<file path="src/rtl/ntt_dout_capture_pkg.sv">
// ----------------------------------------------------------------------------
// ntt_dout_capture_pkg
// Shared definitions for the NTTN result-capture block: default coefficient
// width and ring depth, the capture FSM state set, and the index bit-reverse
// helper.
// Configuration macros:
//   DATA_SIZE_ARB      - coefficient width (defaults to 16 when undefined)
//   RING_DEPTH         - log2 of coefficient count (defaults to 4)
//   NTT_CAP_BITREV_EN  - consumed by ntt_dout_capture (bit-reversed drain)
// ----------------------------------------------------------------------------
`ifndef DATA_SIZE_ARB
`define DATA_SIZE_ARB 16
`endif
`ifndef RING_DEPTH
`define RING_DEPTH 4
`endif

package ntt_dout_capture_pkg;

    localparam int PKG_DATA_W     = `DATA_SIZE_ARB;
    localparam int PKG_RING_DEPTH = `RING_DEPTH;
    localparam int PKG_RING_SIZE  = 1 << PKG_RING_DEPTH;

    typedef enum logic [1:0] {
        ST_IDLE    = 2'd0,
        ST_WAIT    = 2'd1,
        ST_CAPTURE = 2'd2,
        ST_DRAIN   = 2'd3
    } cap_state_e;

    // Reverse the low 'width' bits of 'value'; bits above 'width' return 0.
    function automatic logic [31:0] bit_reverse(input logic [31:0] value,
                                                input int          width);
        logic [31:0] result;
        result = 32'd0;
        for (int i = 0; i < 32; i++) begin
            if (i < width) begin
                result[width-1-i] = value[i];
            end else begin
                result = result;
            end
        end
        return result;
    endfunction

endpackage

</file>
<file path="src/rtl/ntt_cap_ram.sv">
// ----------------------------------------------------------------------------
// ntt_cap_ram
// Simple dual-port coefficient buffer: synchronous write, registered read
// with read enable (the read register holds its value while i_re is low),
// no reset on contents or read register.
// Ports:
//   clk      - clock, rising edge
//   i_we     - write enable
//   i_waddr  - write address
//   i_wdata  - write data
//   i_re     - read enable (loads the read register)
//   i_raddr  - read address
//   o_rdata  - registered read data, valid the cycle after i_re
// ----------------------------------------------------------------------------
module ntt_cap_ram #(
    parameter int DATA_W = 16,
    parameter int ADDR_W = 4
) (
    input  logic              clk,
    input  logic              i_we,
    input  logic [ADDR_W-1:0] i_waddr,
    input  logic [DATA_W-1:0] i_wdata,
    input  logic              i_re,
    input  logic [ADDR_W-1:0] i_raddr,
    output logic [DATA_W-1:0] o_rdata
);

    logic [DATA_W-1:0] r_mem [0:(1<<ADDR_W)-1];
    logic [DATA_W-1:0] r_rdata;

    // Write port.
    always_ff @(posedge clk) begin
        if (i_we) begin
            r_mem[i_waddr] <= i_wdata;
        end
    end

    // Read port; the register doubles as the stream's prefetch stage.
    always_ff @(posedge clk) begin
        if (i_re) begin
            r_rdata <= r_mem[i_raddr];
        end
    end

    assign o_rdata = r_rdata;

endmodule

</file>
<file path="src/rtl/ntt_dout_capture.sv">
// ----------------------------------------------------------------------------
// ntt_dout_capture
// Captures the RING_SIZE-word result burst NTTN emits after 'done', then
// replays it on a valid/ready stream with backpressure. A done pulse that
// arrives while a frame is still in flight sets a sticky overflow flag and
// is otherwise ignored.
// Configuration macro:
//   NTT_CAP_BITREV_EN - when defined, the drain reads bit-reversed addresses
//                       and m_index carries the bit-reversed index.
// Ports:
//   clk, reset      - clock (rising edge), asynchronous active-high reset
//   done_i, dout_i  - NTTN done pulse and serial result data
//   m_valid/m_ready - output stream handshake
//   m_data, m_index - output coefficient and its index
//   m_last          - marks the final word of a frame
//   busy            - block is not idle
//   overflow        - sticky, cleared only by reset
// ----------------------------------------------------------------------------
module ntt_dout_capture
    import ntt_dout_capture_pkg::*;
#(
    parameter int DATA_W     = PKG_DATA_W,
    parameter int RING_DEPTH = PKG_RING_DEPTH,
    parameter int CAP_DELAY  = 1
) (
    input  logic                  clk,
    input  logic                  reset,
    input  logic                  done_i,
    input  logic [DATA_W-1:0]     dout_i,
    output logic                  m_valid,
    input  logic                  m_ready,
    output logic [DATA_W-1:0]     m_data,
    output logic [RING_DEPTH-1:0] m_index,
    output logic                  m_last,
    output logic                  busy,
    output logic                  overflow
);

    localparam int                    RING_SIZE = 1 << RING_DEPTH;
    localparam logic [RING_DEPTH-1:0] PTR_LAST  = RING_DEPTH'(RING_SIZE - 1);
    // WAIT lasts CAP_DELAY-1 cycles; delays of 0 and 1 skip WAIT entirely so
    // the first word is taken the cycle after done.
    localparam logic [2:0]            DLY_LAST  = (CAP_DELAY >= 2) ? 3'(CAP_DELAY - 2) : 3'd0;
    localparam cap_state_e            ST_START  = (CAP_DELAY >= 2) ? ST_WAIT : ST_CAPTURE;

    cap_state_e            r_state;
    cap_state_e            w_next_state;
    logic [2:0]            r_dly_cnt;
    logic [RING_DEPTH-1:0] r_wr_ptr;
    logic [RING_DEPTH-1:0] r_rd_cnt;
    logic                  r_rd_all;
    logic                  r_m_valid;
    logic [RING_DEPTH-1:0] r_m_index;
    logic                  r_m_last;
    logic                  r_overflow;

    logic                  w_we;
    logic                  w_set_ovf;
    logic                  w_xfer;
    logic                  w_final_xfer;
    logic                  w_load;
    logic [RING_DEPTH-1:0] w_rd_addr;
    logic [DATA_W-1:0]     w_ram_q;

    assign w_xfer       = r_m_valid && m_ready;
    assign w_final_xfer = w_xfer && r_m_last;
    // Fetch the next word whenever the output slot is empty or being emptied.
    assign w_load       = (r_state == ST_DRAIN) && !r_rd_all && (!r_m_valid || m_ready);

`ifdef NTT_CAP_BITREV_EN
    assign w_rd_addr = RING_DEPTH'(bit_reverse(32'(r_rd_cnt), RING_DEPTH));
`else
    assign w_rd_addr = r_rd_cnt;
`endif

    // FSM state register.
    always_ff @(posedge clk or posedge reset) begin
        if (reset) begin
            r_state <= ST_IDLE;
        end else begin
            r_state <= w_next_state;
        end
    end

    // FSM next-state, capture write enable and overflow detection.
    always_comb begin
        w_next_state = r_state;
        w_we         = 1'b0;
        w_set_ovf    = 1'b0;
        case (r_state)
            ST_IDLE: begin
                if (done_i) begin
                    w_next_state = ST_START;
                end else begin
                    w_next_state = ST_IDLE;
                end
            end
            ST_WAIT: begin
                w_set_ovf = done_i;
                if (r_dly_cnt == DLY_LAST) begin
                    w_next_state = ST_CAPTURE;
                end else begin
                    w_next_state = ST_WAIT;
                end
            end
            ST_CAPTURE: begin
                w_we      = 1'b1;
                w_set_ovf = done_i;
                if (r_wr_ptr == PTR_LAST) begin
                    w_next_state = ST_DRAIN;
                end else begin
                    w_next_state = ST_CAPTURE;
                end
            end
            ST_DRAIN: begin
                // A done coinciding with the final handshake starts a new frame.
                if (w_final_xfer) begin
                    if (done_i) begin
                        w_next_state = ST_START;
                    end else begin
                        w_next_state = ST_IDLE;
                    end
                end else begin
                    w_set_ovf    = done_i;
                    w_next_state = ST_DRAIN;
                end
            end
            default: begin
                w_next_state = ST_IDLE;
            end
        endcase
    end

    // Delay counter, write pointer and sticky overflow.
    always_ff @(posedge clk or posedge reset) begin
        if (reset) begin
            r_dly_cnt  <= 3'd0;
            r_wr_ptr   <= {RING_DEPTH{1'b0}};
            r_overflow <= 1'b0;
        end else begin
            if (r_state == ST_WAIT) begin
                r_dly_cnt <= r_dly_cnt + 3'd1;
            end else begin
                r_dly_cnt <= 3'd0;
            end
            // Wraps to zero on the last word, ready for the next frame.
            if (w_we) begin
                r_wr_ptr <= r_wr_ptr + {{(RING_DEPTH-1){1'b0}}, 1'b1};
            end
            if (w_set_ovf) begin
                r_overflow <= 1'b1;
            end
        end
    end

    // Drain counter and output stage: index/last are registered alongside the
    // RAM read register so they stay aligned with the word they describe.
    always_ff @(posedge clk or posedge reset) begin
        if (reset) begin
            r_rd_cnt  <= {RING_DEPTH{1'b0}};
            r_rd_all  <= 1'b0;
            r_m_valid <= 1'b0;
            r_m_index <= {RING_DEPTH{1'b0}};
            r_m_last  <= 1'b0;
        end else if (w_load) begin
            r_rd_cnt  <= r_rd_cnt + {{(RING_DEPTH-1){1'b0}}, 1'b1};
            r_rd_all  <= (r_rd_cnt == PTR_LAST);
            r_m_valid <= 1'b1;
            r_m_index <= w_rd_addr;
            r_m_last  <= (r_rd_cnt == PTR_LAST);
        end else if (w_xfer) begin
            r_rd_all  <= r_final_clear(w_final_xfer, r_rd_all);
            r_m_valid <= 1'b0;
            r_m_last  <= 1'b0;
        end
    end

    // Clears the "all issued" flag once the final word has been handed off.
    function automatic logic r_final_clear(input logic final_xfer, input logic rd_all);
        if (final_xfer) begin
            return 1'b0;
        end else begin
            return rd_all;
        end
    endfunction

    ntt_cap_ram #(
        .DATA_W (DATA_W),
        .ADDR_W (RING_DEPTH)
    ) u_ram (
        .clk     (clk),
        .i_we    (w_we),
        .i_waddr (r_wr_ptr),
        .i_wdata (dout_i),
        .i_re    (w_load),
        .i_raddr (w_rd_addr),
        .o_rdata (w_ram_q)
    );

    // The RAM read register is not reset, so data is forced to zero when idle.
    assign m_data   = r_m_valid ? w_ram_q : {DATA_W{1'b0}};
    assign m_valid  = r_m_valid;
    assign m_index  = r_m_index;
    assign m_last   = r_m_last;
    assign busy     = (r_state != ST_IDLE);
    assign overflow = r_overflow;

endmodule

</file>
<file path="config.mk">
export PLATFORM = sky130hd
export DESIGN_NAME = ntt_dout_capture
export DESIGN_NICKNAME = d
export VERILOG_FILES = /design/src/rtl/ntt_dout_capture_pkg.sv /design/src/rtl/ntt_cap_ram.sv /design/src/rtl/ntt_dout_capture.sv
export SDC_FILE = /design/constraint.sdc
export NUM_CORES = 1
export LEC_CHECK = 0
export ABC_CLOCK_PERIOD_IN_PS = 6300
export CAP_MARGIN = 20
export CORE_ASPECT_RATIO = 0.6
export CORE_MARGIN = 2
export CORE_UTILIZATION = 59
export CTS_CLUSTER_DIAMETER = 80
export DETAILED_ROUTE_END_ITERATION = 7
export PLACE_DENSITY_LB_ADDON = 0.12
export REMOVE_ABC_BUFFERS = 1
export SYNTH_ARGS = -nofsm -noshare
export SYNTH_HDL_FRONTEND = slang
export SYNTH_SLANG_ARGS = --single-unit
</file>
<file path="constraint.sdc">
create_clock -name clk -period 6.3 [get_ports clk]
set_input_delay 0.945 -clock clk [delete_from_list [all_inputs] [get_ports clk]]
set_output_delay 0.945 -clock clk [all_outputs]
set_load 0.02 [all_outputs]
</file>
==> impl_metrics.json, run 1 <==
{
  "cts_buffer_depth": 3,
  "ff_latch_area_um2": 8700,
  "rsz0062_at_grt": "false",
  "fp.dieW_um": 185,
  "finClkSkew_ns": 0.0216,
  "wl_per_cell_um": 25.6,
  "drive_gt1_share_pct": 14.6,
  "antenna_violating_nets_post_route": 0,
  "hold_ws_ns": 0.488,
  "slew_headroom_pct": 19.9,
  "drc": 0,
  "synth_seq_cells": 293,
  "total_power_mw": 5.01,
  "antennaDiodeCount": 0,
  "htree_levels": 1,
  "final_cell_area_um2": 13300,
  "syn_inst": 569,
  "cts_tree": "yes",
  "min_period_over_period_pct": 53.9,
  "place.gp.congestion": 0.752,
  "hold_path.class": "register to register",
  "grt_pass1_vias": 5718,
  "fmax_ghz": 0.294,
  "final_util_pct": 69.3,
  "grt_pass1_wl_um": 35300,
  "grt_usage_pct": 23.6,
  "die_y_um": 112,
  "clk_pin_slew_ns": 0.07,
  "ctsResizeCount": 0,
  "clkLatencyLatePin_ns": 0.52,
  "dp_hpwl_um": 13100,
  "initial_core_util_pct": 60.5,
  "cts_root_buffer": "clkbuf_16",
  "vdd_drop_max_uv": 248,
  "grt_antenna_before_repair": 0,
  "core_area_um2": 19100,
  "grt.overflow.total": 0,
  "postCtsHoldBufs": 0,
  "multi_input_area_um2": 2670,
  "num_vias": 5578,
  "finalWorstSetupSlack_ns": 2.90,
  "cp-end-kind": "primary output",
  "place_inst": 860,
  "fin_nets": 658,
  "io_buffer_count": 43,
  "placementRows": 39,
  "worstPathArrival_ns": 2.45,
  "dpl_cell_area_um2": 12300,
  "post-place-ws_ns": 3.33,
  "status": "finished, final reports clean",
  "synth.avg_cell_area_um2": 20.3,
  "fin_cells": 911,
  "synth.distinct_cells": 35,
  "yosys_warnings": 0,
  "cp_max_fo": 20,
  "hold_violations": 0,
  "area.growth.synth_to_final_pct": 14.6,
  "power_density_nw_per_um2": 378,
  "drt_iter0_drc": 560,
  "drtPass1Iterations": 4,
  "cts_num_sinks": 293,
  "ios": 44,
  "setup_viol": 0,
  "syn_area_um2": 11600,
  "cp_cell_sequence": "and2_1, clkdlybuf4s50_1",
  "cts_buffers": 26,
  "post-route-min-period_ns": 3.40,
  "die_area_um2": 20800,
  "num-fill-cells": 1227,
  "wirelength_um": 23300,
  "worstPathRequired_ns": 5.35,
  "r2r_cells": 5,
  "slowest_delay_ns": 0.95,
  "whs_path_depth": 1,
  "tightest_slew_ns": 1.20,
  "cp-start-kind": "register",
  "grt_start_max_net_pins": 49,
  "fin_setup_tns_ns": 0,
  "crit_type": "register to primary output",
  "crit_slowest_cell": "dfrtp_1",
  "post_cts_buffers": 0,
  "maxSlewViolCount": 0,
  "vias_per_cell": 6.12,
  "power_leakage_nw": 4.31,
  "synth_seq_area_share_pct": 75.1,
  "drv_cap": 0
}
[cell usage in the layout, fill, tap and decap left out, types with 3 or more instances in the layout]
cell / instances
a22oi_1: 16
a32oi_1: 16
and2_1: 34
buf_16: 6
buf_4: 7
clkbuf_1: 6
clkbuf_16: 26
clkbuf_8: 3
clkdlybuf4s50_1: 43
clkinv_2: 6
dfrtp_1: 19
edfxtp_1: 272
ha_1: 12
inv_1: 11
mux2_2: 5
mux2i_1: 48
mux4_1: 21
mux4_2: 27
nand2_1: 6
nor2b_1: 3
o21ai_0: 6
o21ai_1: 16
xnor2_1: 4
xor2_1: 3
[cell usage after synthesis]
| master | number | share of area [%] |
|---|---|---|
| edfxtp_1 | 272 | 71 |
| mux2i_1 | 48 | 4.2 |
| and2_1 | 34 | 1.8 |
| mux4_2 | 27 | 5.3 |
| dfrtp_1 | 21 | 4.5 |
| mux4_1 | 21 | 4.8 |
| a22oi_1 | 16 | 1.0 |
| a32oi_1 | 16 | 1.2 |
| o21ai_1 | 16 | 0.69 |
| ha_1 | 12 | 1.3 |
| inv_1 | 11 | 0.36 |
| buf_2 | 10 | 0.43 |
| clkbuf_1 | 8 | 0.26 |
| buf_6 | 6 | 0.58 |
| nand2_1 | 6 | 0.19 |
| o21ai_0 | 6 | 0.26 |
| mux2_2 | 5 | 0.49 |
| nor2b_1 | 4 | 0.22 |
| xnor2_1 | 4 | 0.30 |
| buf_4 | 3 | 0.19 |
| nor2_1 | 3 | 0.097 |
| xor2_1 | 3 | 0.23 |
| a21oi_1 | 2 | 0.086 |
| nand2b_1 | 2 | 0.11 |
| nand3_1 | 2 | 0.086 |
| nand4_1 | 2 | 0.11 |
| a211oi_1 | 1 | 0.065 |
| a221oi_1 | 1 | 0.076 |
| and2_2 | 1 | 0.065 |
| and3_1 | 1 | 0.054 |
| and3b_1 | 1 | 0.076 |
| buf_8 | 1 | 0.13 |
| clkbuf_2 | 1 | 0.043 |
| nor3b_1 | 1 | 0.065 |
| o21bai_1 | 1 | 0.065 |
[flip-flops by register name (all words and copies together) (netlist names)]
| register | flops |
|---|---|
| m_index | 4 |
| u_ram.r_mem | 256 |
| overflow | 1 |
| m_valid | 1 |
| r_rd_all | 1 |
| r_state | 2 |
| r_dly_cnt | 3 |
| u_ram.o_rdata | 16 |
| m_last | 1 |
| r_rd_cnt | 4 |
| r_wr_ptr | 4 |
[path summary, 6_finish.rpt]
kind,startpoint,to,slack (ns)
worst max register to register,r_rd_cnt[0],u_ram.o_rdata[5],3.36
worst min register to register,r_dly_cnt[0],r_dly_cnt[0],0.49
worst max-delay path,m_valid,m_data[8],2.90
max in group asynchronous,reset,r_rd_cnt[1],4.81
worst min-delay path,r_dly_cnt[0],r_dly_cnt[0],0.49
min in group asynchronous,reset,r_state[0],0.88
[routing by layer]
layer  part of all wire, %  global-route usage [%]  wire, um  vias to the layer above
li1                      -                       -         -                     2438
met1                    46                    35.4     10600                     2927
met2                    48                    37.8     11100                      176
met3                   5.2                    3.63      1210                       37
met4                   1.7                    4.76       394                        0
met5                     0                       0         0                        -
[where the power goes]
| group | switching (mW) | internal, mW |
|---|---|---|
| clock | 0.674 | 0.884 |
| sequential | 0.134 | 2.35 |
| combinational | 0.499 | 0.472 |
[cell families after synthesis]
family / count (synthesis) / synth area share [%]
adder cells (fa/ha/maj): 12 / 1.30
flip-flops: 293 / 75.1
XOR/XNOR: 7 / 0.530
multiplexers: 101 / 14.7
buffers and inverters: 40 / 2.00
AO/OA/AOI/OAI: 59 / 3.49
AND/OR/NAND/NOR: 57 / 2.91
[area by class of cell]
class	instances	share of cell area (%)
clock buffer	35	5.39
inverter	11	0.311
tap	266	2.51
timing repair buffer	58	5.11
sequential	293	65.6
multi-input combinational	236	20.1
clock inverter	12	0.991
[worst max-delay path: cells and delay by family (launching register included)]
family / cells / cell delay, ns
buffers and inverters: 1 / 0.65
flip-flops: 1 / 0.95
AND/OR/NAND/NOR: 1 / 0.33
Power figures use the tool's default switching activity.
==> run 2: changes to the inputs <==
Settings changed: ABC_CLOCK_PERIOD_IN_PS 6300 to 3500.
Clock period 6.3 ns to 3.5 ns, I/O delays scaled along.
==> impl_metrics.json, run 2 (synthesis results as in run 1) <==
{
  "status": "finished, final reports clean",
  "multi_input_area_um2": 2660,
  "cp_max_fo": 20,
  "finClkSkew_ns": 0.0109,
  "initial_core_util_pct": 60.5,
  "drt_iter0_drc": 569,
  "num-fill-cells": 1222,
  "cp-end-kind": "primary output",
  "die_y_um": 112,
  "largest_reg_flops": 256,
  "hold_ws_ns": 0.449,
  "clkLatencyLatePin_ns": 0.53,
  "drive_gt1_share_pct": 15.7,
  "power_density_nw_per_um2": 683,
  "p_seq_share_pct": 49.1,
  "drtPass1Iterations": 4,
  "core_area_um2": 19100,
  "grt_pass1_wl_um": 35100,
  "hold_violations": 0,
  "final_cell_mix": "edfxtp_1 (272), mux2i_1 (48), clkdlybuf4s50_1 (43)",
  "layout_commonest_cell": "edfxtp_1",
  "fmax_ghz": 0.340,
  "cts_buffers": 26,
  "worstPathRequired_ns": 2.97,
  "drc": 0,
  "post_cts_buffers": 0,
  "netSwitchingFraction_pct": 25.7,
  "ios": 44,
  "switchingPower_mw": 2.32,
  "postCtsHoldBufs": 0,
  "wirelength_um": 23300,
  "crit_type": "register to primary output",
  "area.growth.synth_to_final_pct": 14.5,
  "antennaDiodeCount": 0,
  "post-place-ws_ns": 1.07,
  "internal_power_mw": 6.73,
  "maxSlewViolCount": 0,
  "fp.dieW_um": 185,
  "die_area_um2": 20800,
  "min_period_over_period_pct": 84.2,
  "grt_usage_pct": 23.3,
  "ff_latch_area_um2": 8700,
  "worstPathArrival_ns": 2.42,
  "cts_buffer_depth": 3,
  "num_vias": 5617,
  "wl_per_cell_um": 25.2,
  "cp-start-kind": "register",
  "vias_per_cell": 6.09,
  "setup_viol": 0,
  "grt_start_max_net_pins": 53,
  "rsz0062_at_grt": "false",
  "r2r_cells": 6,
  "cts_tree": "yes",
  "drv_cap": 0,
  "slowest_delay_ns": 1.01,
  "htree_levels": 1,
  "grt_antenna_before_repair": 0,
  "hold_path.class": "primary input to async pin",
  "power_frac_clock_pct": 31.9,
  "placementRows": 39,
  "grt_pass1_vias": 5721,
  "dp_hpwl_um": 13900,
  "power_leakage_nw": 4.35,
  "regMostFlops": "u_ram.r_mem",
  "vdd_drop_max_uv": 447,
  "fin_setup_tns_ns": 0,
  "tightest_slew_ns": 1.02,
  "place.gp.congestion": 0.740,
  "slew_headroom_pct": 32.2,
  "crit_slowest_cell": "dfrtp_1",
  "cts_root_buffer": "clkbuf_16",
  "power_frac_comb_pct": 19.1,
  "ctsResizeCount": 0,
  "fin_nets": 668,
  "cts_num_sinks": 293,
  "cp_cell_sequence": "and2_1, clkdlybuf4s50_1",
  "post-route-min-period_ns": 2.95,
  "antenna_violating_nets_post_route": 0,
  "finalWorstSetupSlack_ns": 0.555,
  "grt.overflow.total": 0,
  "clk_pin_slew_ns": 0.07,
  "io_buffer_count": 43
}
run 2: power groups by stage:
stage / clock network (mW) / registers (mW) / logic, mW
after floorplan: 0 / 4.58 / 1.12
after global placement: 0 / 4.49 / 1.68
after detailed placement: 0 / 4.52 / 1.73
after CTS: 2.92 / 4.45 / 1.74
after global routing: 3.07 / 4.47 / 1.87
final: 2.88 / 4.44 / 1.73
run 2: area by class of cell:
type,instances,share of cell area (%)
Timing Repair Buffer,68,4.76
Inverter,11,0.312
Clock buffer,31,5.37
Sequential cell,293,65.7
Clock inverter,17,1.30
Multi-Input combinational cell,236,20.1
Tap cell,266,2.51
run 2: final timing paths:
path	from	endpoint	slack, ns
worst max-delay path	m_valid	m_data[8]	0.55
worst min-delay path	reset	r_state[1]	0.45
worst max register to register	r_state[0]	u_ram.r_mem[4][0]	1.03
worst min register to register	r_dly_cnt[0]	r_dly_cnt[0]	0.47
max in group asynchronous	reset	r_rd_cnt[1]	2.46
min in group clk	r_dly_cnt[0]	r_dly_cnt[0]	0.47
run 2: through the flow:
stage	cell area (um^2)	cells	utilization, %	total power, mW
final	13200	922	69.3	9.05
after global routing	13200	922	69.3	9.40
after CTS	13200	922	69.3	9.10
after detailed placement	12400	874	64.6	6.25
after global placement	12400	874	64.6	6.17
after floorplan	11400	540	-	5.70
run 2: critical path, delay by kind of cell, from the launching register on:
| family | cells | cell delay, ns |
|---|---|---|
| flip-flops | 1 | 1.01 |
| buffers and inverters | 1 | 0.61 |
| AND/OR/NAND/NOR | 1 | 0.26 |
run 2: metal layers:
metal / vias up / global-route usage [%] / part of all wire (%) / wire, um
li1: 2459 / - / - / -
met1: 2934 / 34.3 / 44 / 10300
met2: 187 / 37.5 / 48 / 11100
met3: 37 / 3.24 / 5.7 / 1320
met4: 0 / 6.14 / 2.3 / 545
met5: - / 0 / 0 / 0
==> variant: new RTL, config.mk and constraints of run 1 <==
Change the macro `DATA_SIZE_ARB` from 16 to 32. Comments in the files are not updated.
--- a/src/rtl/ntt_dout_capture_pkg.sv
+++ b/src/rtl/ntt_dout_capture_pkg.sv
@@ -9,7 +9,7 @@
 //   NTT_CAP_BITREV_EN  - consumed by ntt_dout_capture (bit-reversed drain)
 // ----------------------------------------------------------------------------
 `ifndef DATA_SIZE_ARB
-`define DATA_SIZE_ARB 16
+`define DATA_SIZE_ARB 32
 `endif
 `ifndef RING_DEPTH
 `define RING_DEPTH 4
Interface: changed (resized dout_i and m_data); port bits go from 44 to 76. No check against the original RTL was run, so the function may have changed too.
==> variant against run 1 <==
  * Fmax rose by 7.4%
  * Area after synthesis rose by 88%
  * Sequential cell count rose by 272
  * Total power rose by 84%
  * Worst setup slack improved by 0.23 ns
  * Clock power rose by 73%
  * Final area rose by 85%
  * Wire length rose by 92%
  * Synthesized cell count rose by 81%
  * Sequential share of layout area rose by 3.3 points
  * Critical path type unchanged
==> variant: results (changes against run 1) <==
{
  "global_route": {
    "overall_track_demand_over_capacity_in_global_routing": {"value": 23.8, "unit": "%", "change": "was 23.6%"},
    "maximum_number_of_pins_on_one_net_before_global_route_repair": {"value": 74, "change": "was 49"},
    "first_global_vias": {"value": 10300, "change": "was 5718"}
  },
  "pwr": {
    "ir_worst_vdd": {"value": 0.000266, "unit": "V", "change": "was 0.000248 V"},
    "pg_clk": {"value": 2700, "unit": "µW", "change": "was 1560 µW"},
    "power_combinational": {"value": 1830, "unit": "µW", "change": "was 971 µW"},
    "power_leakage": {"value": 0.00763, "unit": "µW", "change": "was 0.00431 µW"}
  },
  "placement": {
    "finalWeightedCongestion": {"value": 0.721, "change": "was 0.752"}
  },
  "status": {
    "run_status": {"value": "completed", "change": "unchanged"}
  },
  "setup_path": {
    "worst-endpoint-arrival": {"value": 2.22, "unit": "ns", "change": "was 2.45 ns"},
    "register_to_register_path_setup_slack": {"value": 3.56, "unit": "ns", "change": "was 3.36 ns"},
    "r2r-start": {"value": "r_rd_cnt[1]", "change": "was r_rd_cnt[0]"}
  },
  "finish": {
    "layout.area.seq": {"value": 16900, "unit": "µm²", "change": "was 8700 µm²"},
    "area_share_clock_buf_inv": {"value": 5.73, "unit": "%", "change": "was 6.38%"},
    "number_of_signal_net_buffers_in_the_layout": {"value": 100, "change": "was 58"},
    "largest_register_ffs": {"value": 512, "change": "was 256"},
    "multi_input_comb_cells": {"value": 396, "change": "was 236"},
    "num-fill-cells": {"value": 2340, "change": "was 1227"}
  },
  "timing": {
    "worst_hold_slack": {"value": 0.464, "unit": "ns", "change": "was 0.488 ns"}
  },
  "route": {
    "detailedRoute.firstIterationViolations": {"value": 946, "change": "was 560"},
    "top_layer_used": {"value": "met5", "change": "was met4"},
    "route.detailed.vias_per_inst": {"value": 6.33, "change": "was 6.12"}
  },
  "synthesis": {
    "synthTopCellsByCount": {"value": "544 x sky130_fd_sc_hd__edfxtp_1, 96 x sky130_fd_sc_hd__mux2i_1, 96 x sky130_fd_sc_hd__mux4_2", "change": "was 272 x sky130_fd_sc_hd__edfxtp_1, 48 x sky130_fd_sc_hd__mux2i_1, 34 x sky130_fd_sc_hd__and2_1"},
    "netlist_top_cells_area": {"value": "sky130_fd_sc_hd__edfxtp_1 75%, sky130_fd_sc_hd__mux4_2 9.9%, sky130_fd_sc_hd__mux2i_1 4.4%", "change": "was sky130_fd_sc_hd__edfxtp_1 71%, sky130_fd_sc_hd__mux4_2 5.3%, sky130_fd_sc_hd__mux4_1 4.8%"},
    "ys_seq_elements": {"value": 565, "change": "was 293"},
    "synth-seq-area-share": {"value": 77.5, "unit": "%", "change": "was 75.1%"},
    "synth-async-reset-ratio": {"value": 3.72, "unit": "%", "change": "was 7.17%"}
  },
  "clock_tree": {
    "cts_inserted_buffers": {"value": 48, "change": "was 26"}
  }
}
variant: cells by family (layout without fill, tap and decap cells):
kind of cell,count (synthesis),in the layout,synth area share [%]
AO/OA/AOI/OAI,107,107,3.42
XOR/XNOR,7,7,0.282
adder cells (fa/ha/maj),12,12,0.690
buffers and inverters,67,196,1.52
flip-flops,565,565,77.5
multiplexers,197,197,14.6
AND/OR/NAND/NOR,73,73,2.00
variant: metrics by stage:
step | total power (µW) | util, % | instance area [µm²] | cells
3_3_place_gp | 6570 | 63.5 | 23100 | 1547
5_1_grt | 9580 | 67.4 | 24500 | 1633
2_1_floorplan | 6270 | - | 21500 | 972
4_1_cts | 9270 | 67.3 | 24500 | 1632
6_report | 9210 | 67.4 | 24500 | 1633
3_5_place_dp | 6610 | 63.5 | 23100 | 1547
variant: critical path: stages (launching register included):
cell	delay, ns
sky130_fd_sc_hd__dfrtp_1	0.32
sky130_fd_sc_hd__buf_4	0.41
sky130_fd_sc_hd__and2_1	0.27
sky130_fd_sc_hd__clkdlybuf4s50_1	0.63
